`src/rtl/reset_seq_pkg.sv`:
```
// Shared types and sizing helpers for the reset sequencer.
// Timer width covers the largest phase length plus one guard bit.
package reset_seq_pkg;

   typedef enum logic [2:0] {
      ST_HOLD,
      ST_SETTLE,
      ST_RUN,
      ST_DONE,
      ST_TIMEOUT
   } seq_state_t;

   function automatic int tmr_width(input int hold_c, input int settle_c, input int timeout_c);
      int m;
      m = hold_c;
      if (settle_c > m) m = settle_c;
      if (timeout_c > m) m = timeout_c;
      return $clog2(m) + 1;
   endfunction

   localparam int DEF_TMR_W = tmr_width(4, 2, 100);

endpackage

```
`src/rtl/reset_seq_timer.sv`:
```
// Loadable down-counter shared by the HOLD, SETTLE and RUN phases.
// Load wins over decrement; the count parks at zero.
module seq_timer #(
   parameter int W = 8
) (
   input  logic         i_clk,
   input  logic         i_load,
   input  logic [W-1:0] i_load_val,
   input  logic         i_dec,
   output logic         o_zero
);

   logic [W-1:0] r_cnt;

   always_ff @(posedge i_clk) begin
      if (i_load) begin
         r_cnt <= i_load_val;
      end else if (i_dec && (r_cnt != '0)) begin
         r_cnt <= r_cnt - 1'b1;
      end
   end

   assign o_zero = (r_cnt == '0);

endmodule

```
`src/rtl/reset_seq.sv`:
```
// Reset sequencer and run supervisor: hold, settle, run under watchdog, report pass/timeout.
// All outputs registered; software re-reset via level request with a one-cycle ack.
module reset_seq
   import reset_seq_pkg::*;
#(
   parameter int HOLD_CYCLES    = 4,
   parameter int SETTLE_CYCLES  = 2,
   parameter int TIMEOUT_CYCLES = 100,
   parameter int CNT_W          = 8
) (
   input  logic             i_clk,
   input  logic             i_reset,
   input  logic             i_sw_rst_req,
   input  logic             i_dut_done,
   output logic             o_reset_l,
   output logic             o_running,
   output logic             o_sw_rst_ack,
   output logic             o_pass,
   output logic             o_timeout,
   output logic [CNT_W-1:0] o_reset_count
);

   localparam int TMR_W = tmr_width(HOLD_CYCLES, SETTLE_CYCLES, TIMEOUT_CYCLES);
   localparam logic [TMR_W-1:0] HOLD_LD    = TMR_W'(HOLD_CYCLES - 1);
   localparam logic [TMR_W-1:0] SETTLE_LD  = TMR_W'(SETTLE_CYCLES - 1);
   localparam logic [TMR_W-1:0] TIMEOUT_LD = TMR_W'(TIMEOUT_CYCLES - 1);

   seq_state_t       r_state;
   seq_state_t       w_next;
   logic             w_accept;
   logic             w_tmr_load;
   logic [TMR_W-1:0] w_tmr_val;
   logic             w_tmr_dec;
   logic             w_tmr_zero;
   logic             r_reset_l;
   logic             r_running;
   logic             r_ack;
   logic             r_pass;
   logic             r_timeout;
   logic [CNT_W-1:0] r_count;

   seq_timer #(.W(TMR_W)) u_timer (
      .i_clk      (i_clk),
      .i_load     (w_tmr_load),
      .i_load_val (w_tmr_val),
      .i_dec      (w_tmr_dec),
      .o_zero     (w_tmr_zero)
   );

   // In RUN, completion outranks a re-reset request, which outranks the watchdog.
   always_comb begin
      w_next     = r_state;
      w_accept   = 1'b0;
      w_tmr_load = 1'b0;
      w_tmr_val  = '0;
      w_tmr_dec  = 1'b0;
      if (i_reset) begin
         w_next     = ST_HOLD;
         w_tmr_load = 1'b1;
         w_tmr_val  = HOLD_LD;
      end else begin
         case (r_state)
            ST_HOLD: begin
               if (w_tmr_zero) begin
                  w_next     = ST_SETTLE;
                  w_tmr_load = 1'b1;
                  w_tmr_val  = SETTLE_LD;
               end else begin
                  w_tmr_dec = 1'b1;
               end
            end
            ST_SETTLE: begin
               if (w_tmr_zero) begin
                  w_next     = ST_RUN;
                  w_tmr_load = 1'b1;
                  w_tmr_val  = TIMEOUT_LD;
               end else begin
                  w_tmr_dec = 1'b1;
               end
            end
            ST_RUN: begin
               if (i_dut_done) begin
                  w_next = ST_DONE;
               end else if (i_sw_rst_req) begin
                  w_next     = ST_HOLD;
                  w_accept   = 1'b1;
                  w_tmr_load = 1'b1;
                  w_tmr_val  = HOLD_LD;
               end else if (w_tmr_zero) begin
                  w_next = ST_TIMEOUT;
               end else begin
                  w_tmr_dec = 1'b1;
               end
            end
            ST_DONE, ST_TIMEOUT: begin
               if (i_sw_rst_req) begin
                  w_next     = ST_HOLD;
                  w_accept   = 1'b1;
                  w_tmr_load = 1'b1;
                  w_tmr_val  = HOLD_LD;
               end
            end
            default: begin
               w_next     = ST_HOLD;
               w_tmr_load = 1'b1;
               w_tmr_val  = HOLD_LD;
            end
         endcase
      end
   end

   always_ff @(posedge i_clk) begin
      if (i_reset) begin
         r_state   <= ST_HOLD;
         r_reset_l <= 1'b0;
         r_running <= 1'b0;
         r_pass    <= 1'b0;
         r_timeout <= 1'b0;
         r_ack     <= 1'b0;
         r_count   <= '0;
      end else begin
         r_state   <= w_next;
         r_reset_l <= (w_next != ST_HOLD);
         r_running <= (w_next == ST_RUN);
         r_pass    <= (w_next == ST_DONE);
         r_timeout <= (w_next == ST_TIMEOUT);
         r_ack     <= w_accept;
         if (w_accept && (r_count != '1)) begin
            r_count <= r_count + 1'b1;
         end
      end
   end

   assign o_reset_l     = r_reset_l;
   assign o_running     = r_running;
   assign o_sw_rst_ack  = r_ack;
   assign o_pass        = r_pass;
   assign o_timeout     = r_timeout;
   assign o_reset_count = r_count;

   a_reset_l_hold: assert property (@(posedge i_clk) disable iff (i_reset)
      o_reset_l == (r_state != ST_HOLD));
   a_status_mutex: assert property (@(posedge i_clk) disable iff (i_reset)
      $onehot0({o_running, o_pass, o_timeout}));
   c_ack_pulse: cover property (@(posedge i_clk) o_sw_rst_ack);
   c_timeout_entry: cover property (@(posedge i_clk) !o_timeout ##1 o_timeout);

endmodule

```
`config.mk`:
```
export PLATFORM = sky130hd
export DESIGN_NAME = reset_seq
export DESIGN_NICKNAME = d
export VERILOG_FILES = /design/src/rtl/reset_seq_pkg.sv /design/src/rtl/reset_seq_timer.sv /design/src/rtl/reset_seq.sv
export SDC_FILE = /design/constraint.sdc
export NUM_CORES = 1
export LEC_CHECK = 0
export CAP_MARGIN = 0
export CORE_MARGIN = 3
export CORE_UTILIZATION = 48
export DETAILED_ROUTE_END_ITERATION = 12
export GPL_ROUTABILITY_DRIVEN = 0
export PLACE_DENSITY = 0.74
export REMOVE_ABC_BUFFERS = 1
export SLEW_MARGIN = 10
export SYNTH_ARGS = -nofsm -noshare
export SYNTH_HDL_FRONTEND = slang
export SYNTH_SLANG_ARGS = --single-unit
```
`constraint.sdc`:
```
create_clock -name i_clk -period 1.9 [get_ports i_clk]
set_input_delay 0.19 -clock i_clk [delete_from_list [all_inputs] [get_ports i_clk]]
set_output_delay 0.19 -clock i_clk [all_outputs]
set_load 0.02 [all_outputs]
```
==> results of run 1 <==
cells in the mapped netlist (all sizes together), types with 2 or more instances:
cell type  count
a211oi         2
a21oi          5
a31o           2
a31oi          5
buf            2
clkbuf         2
dfxtp         16
edfxtp         8
ha             3
inv            4
mux2i          2
nand2          6
nand2b         5
nand3          7
nor2          13
nor3           3
nor4           5
o21ai          4
or2            4
or2b           2
xnor2          5
xor2           2
timing repair:
| item | 4_1_cts | 5_1_grt |
|---|---|---|
| pin swaps | 1 | 2 |
| setup endpoints to repair | 8 | 12 |
| setup buffers | 1 | 4 |
| gates resized for setup | 0 | 3 |
final cells by class:
type / count / area (sq um) / area share, %
clock buffers: 4 / 36.3 / 2.24
inverters: 4 / 15.0 / 0.927
multi-input cells: 95 / 727 / 44.9
flip-flops and latches: 24 / 561 / 34.6
well taps: 30 / 37.5 / 2.32
repair buffers: 27 / 243 / 15.0
where the power goes:
part / total, W / internal (W) / switching (W)
Sequential: 0.000579 / 0.000557 / 0.0000221
Clock: 0.000272 / 0.000117 / 0.000155
Combinational: 0.000142 / 0.0000724 / 0.0000694
Total: 0.000993 / 0.000747 / 0.000246
sequential cells by signal (all words and copies together) (netlist names):
| signal | flops |
|---|---|
| o_pass | 1 |
| o_reset_count | 8 |
| o_reset_l | 1 |
| o_running | 1 |
| o_sw_rst_ack | 1 |
| o_timeout | 1 |
| r_state | 3 |
| u_timer.r_cnt | 8 |
worst max path at each step:
stage	cells after the start	endpoint	start	slack, ns
global placement	6	u_timer.r_cnt[4]$_SDFFCE_PN0P_	i_sw_rst_req	0.05
CTS	5	u_timer.r_cnt[4]$_SDFFCE_PN0P_	u_timer.r_cnt[2]$_SDFFCE_PN0P_	0.04
floorplan	5	u_timer.r_cnt[0]$_DFFE_PP_	u_timer.r_cnt[4]$_SDFFCE_PN0P_	0.05
finish	6	o_reset_l$_SDFF_PP0_	u_timer.r_cnt[5]$_DFFE_PP_	0.06
detailed placement	6	u_timer.r_cnt[4]$_SDFFCE_PN0P_	i_sw_rst_req	0.005
global route	6	o_reset_l$_SDFF_PP0_	u_timer.r_cnt[4]$_SDFFCE_PN0P_	0.003
cell usage in the layout, fill, tap and decap left out, types with 2 or more instances in the layout:
| cell type | Yosys | layout |
|---|---|---|
| nand2_1 | 6 | 6 |
| a211oi_1 | 2 | 2 |
| xnor2_1 | 5 | 5 |
| ha_1 | 3 | 3 |
| inv_1 | 4 | 4 |
| nand2b_1 | 5 | 5 |
| nor2_1 | 13 | 13 |
| or2_1 | 2 | 2 |
| clkdlybuf4s50_1 | 0 | 16 |
| nor4_1 | 4 | 3 |
| or2_2 | 2 | 2 |
| o21ai_1 | 2 | 2 |
| a31oi_1 | 4 | 4 |
| edfxtp_1 | 8 | 8 |
| buf_4 | 1 | 11 |
| clkbuf_4 | 0 | 3 |
| or2b_2 | 2 | 2 |
| a21oi_1 | 5 | 5 |
| nand3_1 | 5 | 5 |
| dfxtp_1 | 16 | 16 |
| o21ai_0 | 2 | 2 |
| xor2_1 | 2 | 2 |
worst min-delay path: cells and delay by family (launching register included):
kind	cells	cell delay, ns
flops	1	0.36
compound gates	1	0.06
simple gates	1	0.07
per-layer routing:
metal	vias to the layer above	wire [microns]
li1	520	-
met1	489	1180
met2	23	1300
met3	4	105
met4	0	29
met5	-	0
kinds of logic after synthesis:
group | after synthesis | share of synthesized area [%]
xor+xnor | 7 | 4.68
buf+inv | 8 | 3.15
mux | 2 | 2.48
simple gates | 57 | 29.3
compound gates | 26 | 14.7
flops | 24 | 42.8
fa+ha+maj | 3 | 2.87
metrics by stage:
stage          utilization [%]  area (sq um)  hold WS, ns  total power, W
4_1_cts                   61.7          1570        0.510        0.000983
6_report                  63.6          1620        0.521        0.000993
3_3_place_gp              60.0          1530        0.480        0.000705
3_5_place_dp              60.0          1530        0.491        0.000710
5_1_grt                   63.6          1620        0.542         0.00104
2_1_floorplan                -          1280        0.259        0.000667
==> results by group, run 1 <==
Min path
  – Worst Hold Launch: o_reset_count[1]$_SDFFE_PP0P_
  – Worst Hold Endpoint: o_reset_count[1]$_SDFFE_PP0P_
  – Hold path depth: 2
  – Worst hold path class: reg2reg

Synth
  – Synth top area share: 24.5%
  – Synth Flop Type: dfxtp_1
  – Synth warn: 0
  – Synthesized cell area: 1310 sq um
  – Synth area leaders: dfxtp_1 24%, edfxtp_1 18%, nor2_1 3.7%, xnor2_1 3.3%, ha_1 2.9%
  – Synth cell types: 52
  – Post-Synthesis Cells: 127
  – EDFF count, synth: 8
  – Avg Cell Area, Syn: 10.3 sq um
  – Asr flop ratio synth: 0%
  – FF+latch count, synth: 24
  – Area leader, netlist: dfxtp_1
  – Sequential-to-total area share from yosys stat: 42.8%

Routing
  – Final WL: 2610 microns
  – Vias per cell: 5.63
  – Drt first pass iters: 4
  – Wire per inst: 14.2 microns
  – Initial DRC count: 15
  – Vias: 1,036
  – Remaining antenna violation count: 0
  – Drt drc: 0

Timing
  – Tightest Pin Transition: 0.360 ns
  – Fin Setup TNS: 0 ns
  – Final Slew Violations: 0
  – Fin. Hold Viols: 0
  – Rel. slew slack: 75.8%
  – Final Critical Period: 1.84 ns
  – Worst Clk Skew: 0.00479 ns
  – Fin crit share: 97.0%
  – Max Clk Rate: 0.543 GHz
  – RSZ-0062 raised after global routing: false
  – Setup violations, final: 0
  – Setup ws final: 0.0578 ns

Final layout
  – Fill cells: 214
  – Cell Count, Final, Fillers Out: 184
  – Synthesis-to-layout area growth: 23.6%
  – Share of post-route cells with drive strength above 1: 22.7%
  – Antenna Cells: 0
  – # nets final: 162

Die
  – Area of the die: 3390 sq um
  – Initial Util: 51.5%
  – Die span in y: 58.2 microns
  – Die X: 58.2 microns
  – I/O pins: 17
  – Core Box Area: 2540 sq um
  – FP Rows: 18

Critical path
  – Critical Path Start Type: register
  – Maximum fanout along the worst path: 5
  – Family with the most delay on the worst path: simple AND/OR/NAND/NOR gates
  – Crit path max-delay cell type: edfxtp_1
  – Worst Path Arrival: 2.06 ns
  – FF-to-FF End: o_reset_l$_SDFF_PP0_
  – Worst R2R Setup Slack: 0.06 ns
  – Critical Setup Path Class: reg2reg
  – Cell depth of the worst flop-to-flop path: 6
  – CP Capture Type: register
  – Crit path buf inv count: 1
  – Reg-to-Reg Start: u_timer.r_cnt[5]$_DFFE_PP_
  – Slowest cell delay on critical path: 0.47 ns
  – Crit-path cells: nor4_4 -> buf_4 -> nand3_4 -> nand3b_1 -> a31oi_4 -> or3_1
  – Critical Path RT: 2.12 ns

Clocking
  – Clk_lat worst skew: 0.32 ns
  – Hold buffers post-CTS: 0
  – Root Buffer: clkbuf_4
  – CTS buffer count: 3
  – Clock sink count: 24
  – CTS tree: yes
  – Clock-pin transition on the worst setup and hold timing paths: 0.13 ns
  – Max clock buf depth: 2
  – CTS H-tree lvls: 1

GRT
  – Grt total ovfl: 0
  – First-pass GRT wire length: 4200 microns
  – Met1 global-route usage: 20.0%
  – GR peak layer: met2
  – Met3 Resource Use GR: 2.67%
  – Initial antenna violation count: 0
  – Vias in the first global route: 942
  – Met2 global-route usage: 27.1%
  – All-Layer GR Usage: 15.9%
  – Largest net degree at the start of global routing: 14

Power and ir drop
  – Lkg Pwr: 0.588 nW
  – Pwr/cell area: 613 nW/um^2
  – Maximum vdd ir drop: 0.000550 V

Place
  – Placed cells: 175
  – Buffers added on ports: 16
  – Final HPWL DP: 1870 microns
  – Dpl ws: 0.00480 ns

Flow run
  – Max-cap violations: 0

Outcome
  – Status: complete, no violations
Power figures use the tool's default switching activity.
==> run 2: changes to the inputs <==
Settings changed: CORE_UTILIZATION 48 to 50, PLACE_DENSITY 0.74 to 0.73, SYNTH_HIERARCHICAL set to 1.
Clock period 1.9 ns to 2.05 ns, I/O delays scaled along.
==> run 2 against run 1 <==
Against the previous run: the run now ends with setup timing left; final cell count up 21%; global-route usage up 2.2 points; design area up 16%; area after synthesis up 7.7%; combinational power grew 65%; worst hold slack gained 0.041 ns; die area up 3.1%; highest routed layer unchanged.
==> results by group, run 2 <==
Outcome
  – Status: complete, but fails checks
  – Failing checks: setup timing

Critical path
  – Reg-to-Reg Start: u_timer/r_cnt[0]$_DFFE_PP_
  – Maximum fanout along the worst path: 6
  – Worst Path Arrival: 2.31 ns
  – Critical Path Start Type: register
  – Crit path launch: u_timer/r_cnt[0]$_DFFE_PP_
  – Cell depth of the worst flop-to-flop path: 9
  – Worst R2R Setup Slack: -0.07 ns
  – FF-to-FF End: u_timer/r_cnt[6]$_DFFE_PP_
  – Critical Path RT: 2.24 ns
  – Critical Setup Path Class: reg2reg
  – CP Capture Type: register

Synth
  – Synth Flop Type: dfxtp_1
  – Synthesized cell area: 1410 sq um
  – Synth area leaders: dfxtp_1 23%, edfxtp_1 17%, nand2_1 3.7%, inv_1 2.9%, nand3_1 2.8%
  – Synth warn: 6
  – Asr flop ratio synth: 0%
  – FF+latch count, synth: 24
  – Area leader, netlist: dfxtp_1
  – Sequential-to-total area share from yosys stat: 39.7%
  – Synth top area share: 22.7%
  – Commonest cells in the netlist: 16 x dfxtp_1, 14 x nand2_1, 11 x inv_1, 9 x nor2_1
  – EDFF count, synth: 8
  – Synth cell types: 48
  – Post-Synthesis Cells: 151
  – Avg Cell Area, Syn: 9.35 sq um
  – Most frequent cell after synthesis: dfxtp_1

Timing
  – Final Slew Violations: 0
  – Worst Clk Skew: 0.00722 ns
  – Setup violations, final: 14
  – Hold Worst Slack: 0.562 ns
  – Final Critical Period: 2.12 ns
  – RSZ-0062 raised after global routing: true
  – Rel. slew slack: 51.9%
  – Setup ws final: -0.0658 ns
  – Tightest Pin Transition: 0.716 ns
  – Fin. Hold Viols: 0
  – Max Clk Rate: 0.473 GHz
  – Fin crit share: 103%

Place
  – Final HPWL DP: 2120 microns
  – Placement Cell Area: 1720 sq um
  – Buffers added on ports: 16

Clocking
  – CTS H-tree lvls: 1
  – CTS tree: yes
  – Clock-pin transition on the worst setup and hold timing paths: 0.13 ns
  – CTS buffer count: 3
  – Max clock buf depth: 2
  – Clk_lat worst skew: 0.31 ns
  – Root Buffer: clkbuf_4
  – Clock sink count: 24

Die
  – FP Rows: 18
  – I/O pins: 17
  – Initial Util: 54.5%
  – Die X: 59.1 microns
  – Area of the die: 3500 sq um
  – Core Box Area: 2590 sq um
  – Die span in y: 59.1 microns

GRT
  – All-Layer GR Usage: 18.1%
  – Grt total ovfl: 0
  – Initial antenna violation count: 0
  – Vias in the first global route: 1,171
  – First-pass GRT wire length: 4930 microns
  – Largest net degree at the start of global routing: 15

Final layout
  – Antenna Cells: 0
  – Util after Layout: 72.7%
  – Commonest non-fill, non-tap cell in the layout: buf_4
  – # nets final: 201
  – Commonest non-fill, non-tap cells in the layout: 22 x buf_4, 16 x clkdlybuf4s50_1, 16 x dfxtp_1
  – Fin area: 1880 sq um
  – Synthesis-to-layout area growth: 33.4%
  – Share of post-route cells with drive strength above 1: 28.5%

Flow run
  – Max-cap violations: 0

Min path
  – Worst Hold Launch: o_reset_count[0]$_SDFFE_PP0P_
  – Worst Hold Endpoint: o_reset_count[0]$_SDFFE_PP0P_
  – Worst hold path class: reg2reg
  – Hold path depth: 1

Routing
  – Vias per cell: 5.55
  – Initial DRC count: 37
  – Vias: 1,238
  – Wire per inst: 13.8 microns
  – Drt first pass iters: 4
  – Remaining antenna violation count: 0
  – Final WL: 3080 microns
  – Drt drc: 0

Power and ir drop
  – Lkg Pwr: 0.791 nW
  – Maximum vdd ir drop: 0.000503 V
  – Pwr/cell area: 532 nW/um^2
[run 2: logic make-up after synthesis]
| group | synth area share, % |
|---|---|
| compound gates | 17.4 |
| xor+xnor | 2.48 |
| fa+ha+maj | 2.66 |
| buf+inv | 8.42 |
| flops | 39.7 |
| mux | 3.01 |
| other cells | 0.266 |
| simple gates | 26.1 |
[run 2: final cells by class]
cell class              count  area (sq um)
well taps                  30          37.5
clock buffers               4          26.3
repair buffers             44           402
multi-input cells         110           816
flip-flops and latches     24           561
fillers                   198           707
inverters                  11          41.3
[run 2: worst max-delay path by stage]
stage                                  to  cells past startpoint  slack (ns)
6_report       u_timer/r_cnt[6]$_DFFE_PP_                      9       -0.07
5_1_grt        u_timer/r_cnt[6]$_DFFE_PP_                     11       -0.17
4_1_cts        u_timer/r_cnt[7]$_DFFE_PP_                      8       -0.05
3_5_place_dp   u_timer/r_cnt[5]$_DFFE_PP_                     10       -0.10
3_3_place_gp   u_timer/r_cnt[7]$_DFFE_PP_                      8       -0.01
2_1_floorplan  u_timer/r_cnt[0]$_DFFE_PP_                      6       -0.56
[run 2: through the flow]
stage / total power [W] / TNS [ns] / instances / worst slack [ns]
after global placement: 0.000744 / -0.0828 / 213 / -0.0106
final: 0.00100 / -0.649 / 223 / -0.0658
after detailed placement: 0.000750 / -1.02 / 213 / -0.102
after global routing: 0.00105 / -2.09 / 223 / -0.172
after floorplan: 0.000652 / -6.80 / 145 / -0.561
after CTS: 0.000987 / -0.571 / 222 / -0.0507
[run 2: power breakdown]
group          switching [W]  internal [W]
Clock               0.000138     0.0000758
Combinational       0.000111      0.000124
Sequential         0.0000232      0.000529
Total               0.000272      0.000729
[run 2: worst max-delay path, stage by stage, from the launching register on]
cell	delay, ns
edfxtp_1	0.38
inv_1	0.07
ha_1	0.19
and3_4	0.15
nor2b_4	0.13
o22ai_2	0.12
nand4b_1	0.22
buf_6	0.21
or4_4	0.47
nand3_2	0.07
[run 2: what timing repair did]
action | CTS | global route
buffers inserted | 5 | 2
hold buffers | 0 | 0
pin swaps | 7 | 6
resized for setup | 14 | 15
setup endpoints to repair | 17 | 20
[run 2: routing by layer]
metal  routed length [microns]  part of all wire (%)  global-route usage, %  vias to the layer above
li1                          -                     -                      -                      624
met1                      1440                    47                   22.9                      584
met2                      1520                    49                   31.5                       26
met3                        83                   2.7                   2.61                        4
met4                        37                   1.2                   5.50                        0
met5                         0                     0                      0                        -
